`src/rtl/req_arbiter8_pkg.sv`:
```
// Shared types and helpers for the eight-requester arbiter.
// Holds the FSM state encoding, the requester sizing and the bit-manipulation helpers.
package arb_pkg;

  localparam int unsigned NREQ  = 8;
  localparam int unsigned IDX_W = 3;

  typedef enum logic [1:0] {
    IDLE    = 2'd0,
    GRANT   = 2'd1,
    RELEASE = 2'd2
  } arb_state_e;

  // Rotate right by sh: result bit i comes from v[(i + sh) mod NREQ].
  function automatic logic [NREQ-1:0] rotr(input logic [NREQ-1:0]  v,
                                           input logic [IDX_W-1:0] sh);
    logic [NREQ-1:0]  r;
    logic [IDX_W-1:0] j;
    r = '0;
    for (int unsigned i = 0; i < NREQ; i++) begin
      j    = IDX_W'(i) + sh;
      r[i] = v[j];
    end
    return r;
  endfunction

  function automatic logic [NREQ-1:0] onehot(input logic [IDX_W-1:0] idx);
    logic [NREQ-1:0] r;
    r      = '0;
    r[idx] = 1'b1;
    return r;
  endfunction

endpackage

```
`src/rtl/req_arbiter8_if.sv`:
```
// Request/grant bundle between the request sources and the arbiter.
// The master side drives requests and mode; the slave (arbiter) side drives grant status.
interface req_arbiter8_if;
  import arb_pkg::*;

  logic [NREQ-1:0]  req;
  logic             rr_en;
  logic [NREQ-1:0]  gnt;
  logic [IDX_W-1:0] gnt_idx;
  logic             busy;
  logic             timeout;

  modport master (
    output req,
    output rr_en,
    input  gnt,
    input  gnt_idx,
    input  busy,
    input  timeout
  );

  modport slave (
    input  req,
    input  rr_en,
    output gnt,
    output gnt_idx,
    output busy,
    output timeout
  );

endinterface

```
`src/rtl/req_arbiter8_prio_enc8.sv`:
```
// Combinational 8-to-3 priority search: index of the highest set bit plus a hit flag.
module prio_enc8
  import arb_pkg::*;
(
  input  logic [NREQ-1:0]  vec,
  output logic [IDX_W-1:0] idx,
  output logic             any
);

  // Ascending scan so the highest set bit is the last one written.
  always_comb begin
    idx = '0;
    for (int unsigned i = 0; i < NREQ; i++) begin
      if (vec[i]) begin
        idx = IDX_W'(i);
      end
    end
  end

  assign any = |vec;

endmodule

```
`src/rtl/req_arbiter8.sv`:
```
// Eight-requester arbiter: fixed or round-robin priority, grant held until drop or
// hold timeout, with a mandatory one-cycle RELEASE gap between grants.
module req_arbiter8
  import arb_pkg::*;
#(
  parameter  int unsigned HOLD_MAX = 15,
  localparam int unsigned CNT_W    = $clog2(HOLD_MAX + 1)
) (
  input  logic          clk,
  input  logic          rst,
  req_arbiter8_if.slave bus
);

  arb_state_e       state_q, state_d;
  logic [NREQ-1:0]  gnt_q, gnt_d;
  logic [IDX_W-1:0] idx_q, idx_d;
  logic [IDX_W-1:0] ptr_q, ptr_d;
  logic             busy_q, busy_d;
  logic             timeout_q, timeout_d;
  logic [CNT_W-1:0] cnt_q, cnt_d;

  logic [IDX_W-1:0] ptr_sel;
  logic [NREQ-1:0]  req_rot;
  logic [IDX_W-1:0] enc_idx;
  logic             enc_any;
  logic [IDX_W-1:0] win_idx;
  logic             held;
  logic             at_limit;

  // Round-robin search: rotate so ptr-1 lands on bit 7, then undo the rotation.
  // A zero rotation reproduces the fixed 7..0 order.
  assign ptr_sel = bus.rr_en ? ptr_q : '0;
  assign req_rot = rotr(bus.req, ptr_sel);

  prio_enc8 u_enc (
    .vec (req_rot),
    .idx (enc_idx),
    .any (enc_any)
  );

  assign win_idx  = enc_idx + ptr_sel;
  assign held     = bus.req[idx_q];
  assign at_limit = (cnt_q == CNT_W'(HOLD_MAX));

  always_ff @(posedge clk) begin
    if (rst) begin
      state_q   <= IDLE;
      gnt_q     <= '0;
      idx_q     <= '0;
      ptr_q     <= '0;
      busy_q    <= 1'b0;
      timeout_q <= 1'b0;
      cnt_q     <= '0;
    end else begin
      state_q   <= state_d;
      gnt_q     <= gnt_d;
      idx_q     <= idx_d;
      ptr_q     <= ptr_d;
      busy_q    <= busy_d;
      timeout_q <= timeout_d;
      cnt_q     <= cnt_d;
    end
  end

  always_comb begin
    state_d   = state_q;
    gnt_d     = gnt_q;
    idx_d     = idx_q;
    ptr_d     = ptr_q;
    busy_d    = busy_q;
    timeout_d = 1'b0;
    cnt_d     = cnt_q;

    unique case (state_q)
      IDLE: begin
        if (enc_any) begin
          state_d = GRANT;
          gnt_d   = onehot(win_idx);
          idx_d   = win_idx;
          ptr_d   = win_idx;
          busy_d  = 1'b1;
          cnt_d   = '0;
        end
      end

      GRANT: begin
        // A drop coinciding with the limit is a plain drop: no timeout pulse.
        if (!held) begin
          state_d = RELEASE;
          gnt_d   = '0;
          busy_d  = 1'b0;
        end else if (at_limit) begin
          state_d   = RELEASE;
          gnt_d     = '0;
          busy_d    = 1'b0;
          timeout_d = 1'b1;
        end else begin
          cnt_d = cnt_q + 1'b1;
        end
      end

      RELEASE: begin
        state_d = IDLE;
      end

      default: begin
        state_d = IDLE;
        gnt_d   = '0;
        busy_d  = 1'b0;
      end
    endcase
  end

  assign bus.gnt     = gnt_q;
  assign bus.gnt_idx = idx_q;
  assign bus.busy    = busy_q;
  assign bus.timeout = timeout_q;

endmodule
```
`src/flat_wrapper.sv`:
```
// flat-port wrapper written by rule: the top's interface ports become plain ports
module req_arbiter8_flat import arb_pkg::*;
#(
  parameter  int unsigned HOLD_MAX = 15,
  localparam int unsigned CNT_W    = $clog2(HOLD_MAX + 1)
)
  (clk, rst, bus_req, bus_rr_en, bus_gnt, bus_gnt_idx, bus_busy, bus_timeout);
  req_arbiter8_if bus_i ();
  input  logic clk;
  input  logic rst;
  input wire logic [$bits(bus_i.req)-1:0] bus_req;
  input wire logic [$bits(bus_i.rr_en)-1:0] bus_rr_en;
  output wire logic [$bits(bus_i.gnt)-1:0] bus_gnt;
  output wire logic [$bits(bus_i.gnt_idx)-1:0] bus_gnt_idx;
  output wire logic [$bits(bus_i.busy)-1:0] bus_busy;
  output wire logic [$bits(bus_i.timeout)-1:0] bus_timeout;
  assign bus_i.req = bus_req;
  assign bus_i.rr_en = bus_rr_en;
  assign bus_gnt = bus_i.gnt;
  assign bus_gnt_idx = bus_i.gnt_idx;
  assign bus_busy = bus_i.busy;
  assign bus_timeout = bus_i.timeout;
  req_arbiter8 #(.HOLD_MAX(HOLD_MAX)) u_core (.clk(clk), .rst(rst), .bus(bus_i));
endmodule
```
`config.mk`:
```
export PLATFORM = sky130hd
export DESIGN_NAME = req_arbiter8_flat
export DESIGN_NICKNAME = d
export VERILOG_FILES = /design/src/rtl/req_arbiter8_pkg.sv /design/src/rtl/req_arbiter8_if.sv /design/src/rtl/req_arbiter8_prio_enc8.sv /design/src/rtl/req_arbiter8.sv /design/src/flat_wrapper.sv
export SDC_FILE = /design/constraint.sdc
export NUM_CORES = 1
export LEC_CHECK = 0
export ABC_CLOCK_PERIOD_IN_PS = 4380
export CORE_MARGIN = 4
export CORE_UTILIZATION = 26
export DETAILED_ROUTE_END_ITERATION = 10
export PLACE_DENSITY = 0.55
export SETUP_SLACK_MARGIN = 0.05
export SYNTH_ARGS = -nofsm -noshare
export SYNTH_HDL_FRONTEND = slang
export SYNTH_SLANG_ARGS = --single-unit
```
`constraint.sdc`:
```
create_clock -name clk -period 4.38 [get_ports clk]
set_clock_uncertainty 0.2 [all_clocks]
set_input_delay 0.438 -clock clk [delete_from_list [all_inputs] [get_ports clk]]
set_output_delay 0.438 -clock clk [all_outputs]
set_load 0.01 [all_outputs]
```
==> run metrics <==
status complete, no violations; Avg Inst Size Synth 10.83 um2; Critical path origin bus_rr_en; Yosys cell types 43; drt total wl 3.009 mm; Post-Syn Area 1354 um2; post-route cell area between 1500 and 2000 um2; first-pass GRT wire length 5.154 mm; routed vias 1088; nature of the critical path startpoint input port; Req. time, crit path 4.32 ns; end of the critical path u_core.bus.gnt[0]$_SDFFE_PP0P_; Arr. time, crit path 3.87 ns; async set-reset flop share out of synthesis 0%; initial antenna violation count 0; first-pass detailed-route iteration total 4; post-route minimum period 3.933 ns; Vias/cell just under 5; worst slew margin relative to its limit a little over 60%; worst min path class flip-flop to flip-flop; main combinational cell family by area after synthesis multiplexers; cell count after synthesis 125; DIE AREA 6426 um2; worst setup path class input port to flip-flop; mux cell area share after synthesis 26.71%; Top Ports 24; worst r2r dst u_core.bus.gnt[0]$_SDFFE_PP0P_; hpwl dp 2.378 mm; top-area cell type share of the netlist area 28.10%; startpoint of the worst register-to-register path u_core.bus.gnt_idx[0]$_SDFFE_PP0P_; DR WL/cell 13.62 um; Yosys warnings 0; grt ovf 0; sequential area share after synthesis 28.10%; clock tree root driver cell clkbuf_8; Final ANT Viol Nets 0; final setup fails 0; number of synthesized register bits 19; flop2flop setup slack 0.81 ns; Setup Total Neg Slack 0 ns; Hold Violations, Final 0; Area Overhead vs Synth 25.69%; Worst R2R Path Depth 13; crit-path max cell delay 0.61 ns; fmax about 250 MHz; RSZ-0062 raised after global routing false; Total GRT Usage 9.805%; Slowest cell on crit path clkdlybuf4s50_1; # Post-CTS Setup Buffers 0; area leader, netlist dfxtp_1; most frequent cell after synthesis dfxtp_1; Initial Utilization 26.68%; Post-synth top cells 19 x dfxtp_1, 11 x nand2_1, 10 x mux4_2; post-synthesis simple-gate area fraction 19.04%; critical path capture point type flip-flop; IO Port Bufs 23; Post-CTS Resized 0; syn_nets 140; final max-slew violation count 0; DRC viols 0; P per Cell Area 575.6 nW/um2; Layout Utilization 33.53%; XOR/XNOR share of the synthesized area under 10%; share of cells above drive strength 1 between 10% and 20%; maximum number of pins on one net before global-route repair 16; period utilization 89.80%; CTS tree yes; Num CTS Buffers 3; Cell Chain, Critical Path clkdlybuf4s50_1 > nand2_8 > ha_1 > mux4_2 > o21ai_0 > a21boi_0 > o21ai_0 > ha_1 > inv_1 > fa_1 > xor2_1 > xnor2_2 > nor2b_2 > a32o_1; hold_buf cts 0; P_leak 0.6492 nW; CP Max Fanout 10; DR iter-0 viols 22; max cap viols 0; fraction of the mapped netlist area in adder cells 4.251%; synth top area cells dfxtp_1 28%, mux4_2 17%, mux2i_1 5.9%, a32o_1 4.4%, mux2i_4 3.3%; die span in y 80.16 um; Post-layout nets 167; maximum root-to-sink buffer count 2; ys flop type dfxtp_1; CTS H-Tree Depth 1; FP Rows 26; placer congestion estimate 0.8775; Reg clk slew, reported paths about 0.070 ns; Clk Latency, worst-skew pair 0.25 ns; antenna cells 0; DP Area 1657 um2; VDD IR-drop max just under 200 uV; vias in the first global route 1124; Die W 80.16 um; CORE AREA 5075 um2; Synth Area in Compound Gates between 10% and 20%; Slew @ Worst Pin roughly 0.57 ns; clock sink total 19; Post-synth EDFFs 0
-- metrics by stage --
step,std cells,worst slack (ns),hold slack (ns),power (W)
floorplan,125,0.8857,0.2692,0.0007051
global placement,217,0.2648,0.2452,0.0008602
detailed placement,217,0.1937,0.2571,0.0008693
CTS,221,0.4714,0.2674,0.0009913
global route,221,0.2973,0.2969,0.001058
finish,221,0.4466,0.2613,0.0009795
-- how the worst min path moves through the flow --
stage | start | to | cells after the start
2_1_floorplan | u_core.cnt_q[1]$_SDFFE_PP0P_ | u_core.cnt_q[1]$_SDFFE_PP0P_ | 2
3_3_place_gp | u_core.bus.busy$_SDFFE_PP0P_ | u_core.bus.busy$_SDFFE_PP0P_ | 2
3_5_place_dp | u_core.bus.busy$_SDFFE_PP0P_ | u_core.bus.busy$_SDFFE_PP0P_ | 2
4_1_cts | u_core.bus.busy$_SDFFE_PP0P_ | u_core.bus.busy$_SDFFE_PP0P_ | 2
5_1_grt | u_core.bus.gnt[7]$_SDFFE_PP0P_ | u_core.bus.gnt[7]$_SDFFE_PP0P_ | 1
6_report | u_core.bus.busy$_SDFFE_PP0P_ | u_core.bus.busy$_SDFFE_PP0P_ | 2
-- worst max-delay path: cells and delay by family --
kind,cells,cell delay [ns]
AO/OA/AOI/OAI,4,0.71
XOR/XNOR,2,0.33
adder cells (fa/ha/maj),3,0.89
buffers and inverters,2,0.65
multiplexers,1,0.53
AND/OR/NAND/NOR,2,0.30
-- power by group --
| part | leakage, nW | switching, W | internal, W |
|---|---|---|---|
| logic | 0.471 | 0.000311 | 0.000300 |
| clock network | 0.0228 | 0.0000518 | 0.0000644 |
| registers | 0.155 | 0.0000369 | 0.000216 |
-- sequential cells by signal, summed over array words and instances (netlist names) --
register	flops
u_core.cnt_q	4
u_core.state_q	2
u_core.bus.gnt_idx	3
u_core.bus.timeout	1
u_core.bus.gnt	8
u_core.bus.busy	1
-- cell families (layout without fill, tap and decap cells) --
group	after synthesis	after routing
mux	21	21
buf+inv	10	36
compound gates	23	23
simple gates	43	43
xor+xnor	5	5
fa+ha+maj	4	4
flops	19	19
-- cell type report --
cell class | instances | area (um2)
sequential | 19 | 380.4
inverter | 5 | 18.77
tap | 70 | 87.58
timing repair buffer | 27 | 260.3
clock buffer | 4 | 45.04
multi-input combinational | 96 | 909.6
fill | 528 | 3373
-- routing by layer --
layer  up-vias  GRT usage, %  part of all wire [%]
met4         0         2.196                   1.1
met5         -             0                     0
met3         4         2.242                   3.0
li1        529             -                     -
met2        18         17.22                    50
met1       537         12.11                    45
-- cell usage in the layout (no fill, tap or decap), drive strengths merged, types with 2 or more instances in the layout --
cell / count
nor2: 7
a32o: 6
xnor2: 2
a31oi: 2
a21oi: 4
clkdlybuf4s50: 23
and2: 2
clkbuf: 4
dfxtp: 19
xor2: 3
inv: 5
mux2i: 10
nand2: 13
or2: 2
nand3: 6
ha: 3
o21ai: 4
nor3: 3
buf: 4
mux4: 10
a22o: 2
nor2b: 3
nand4: 3
No activity file was read; power rests on OpenSTA's default activity.
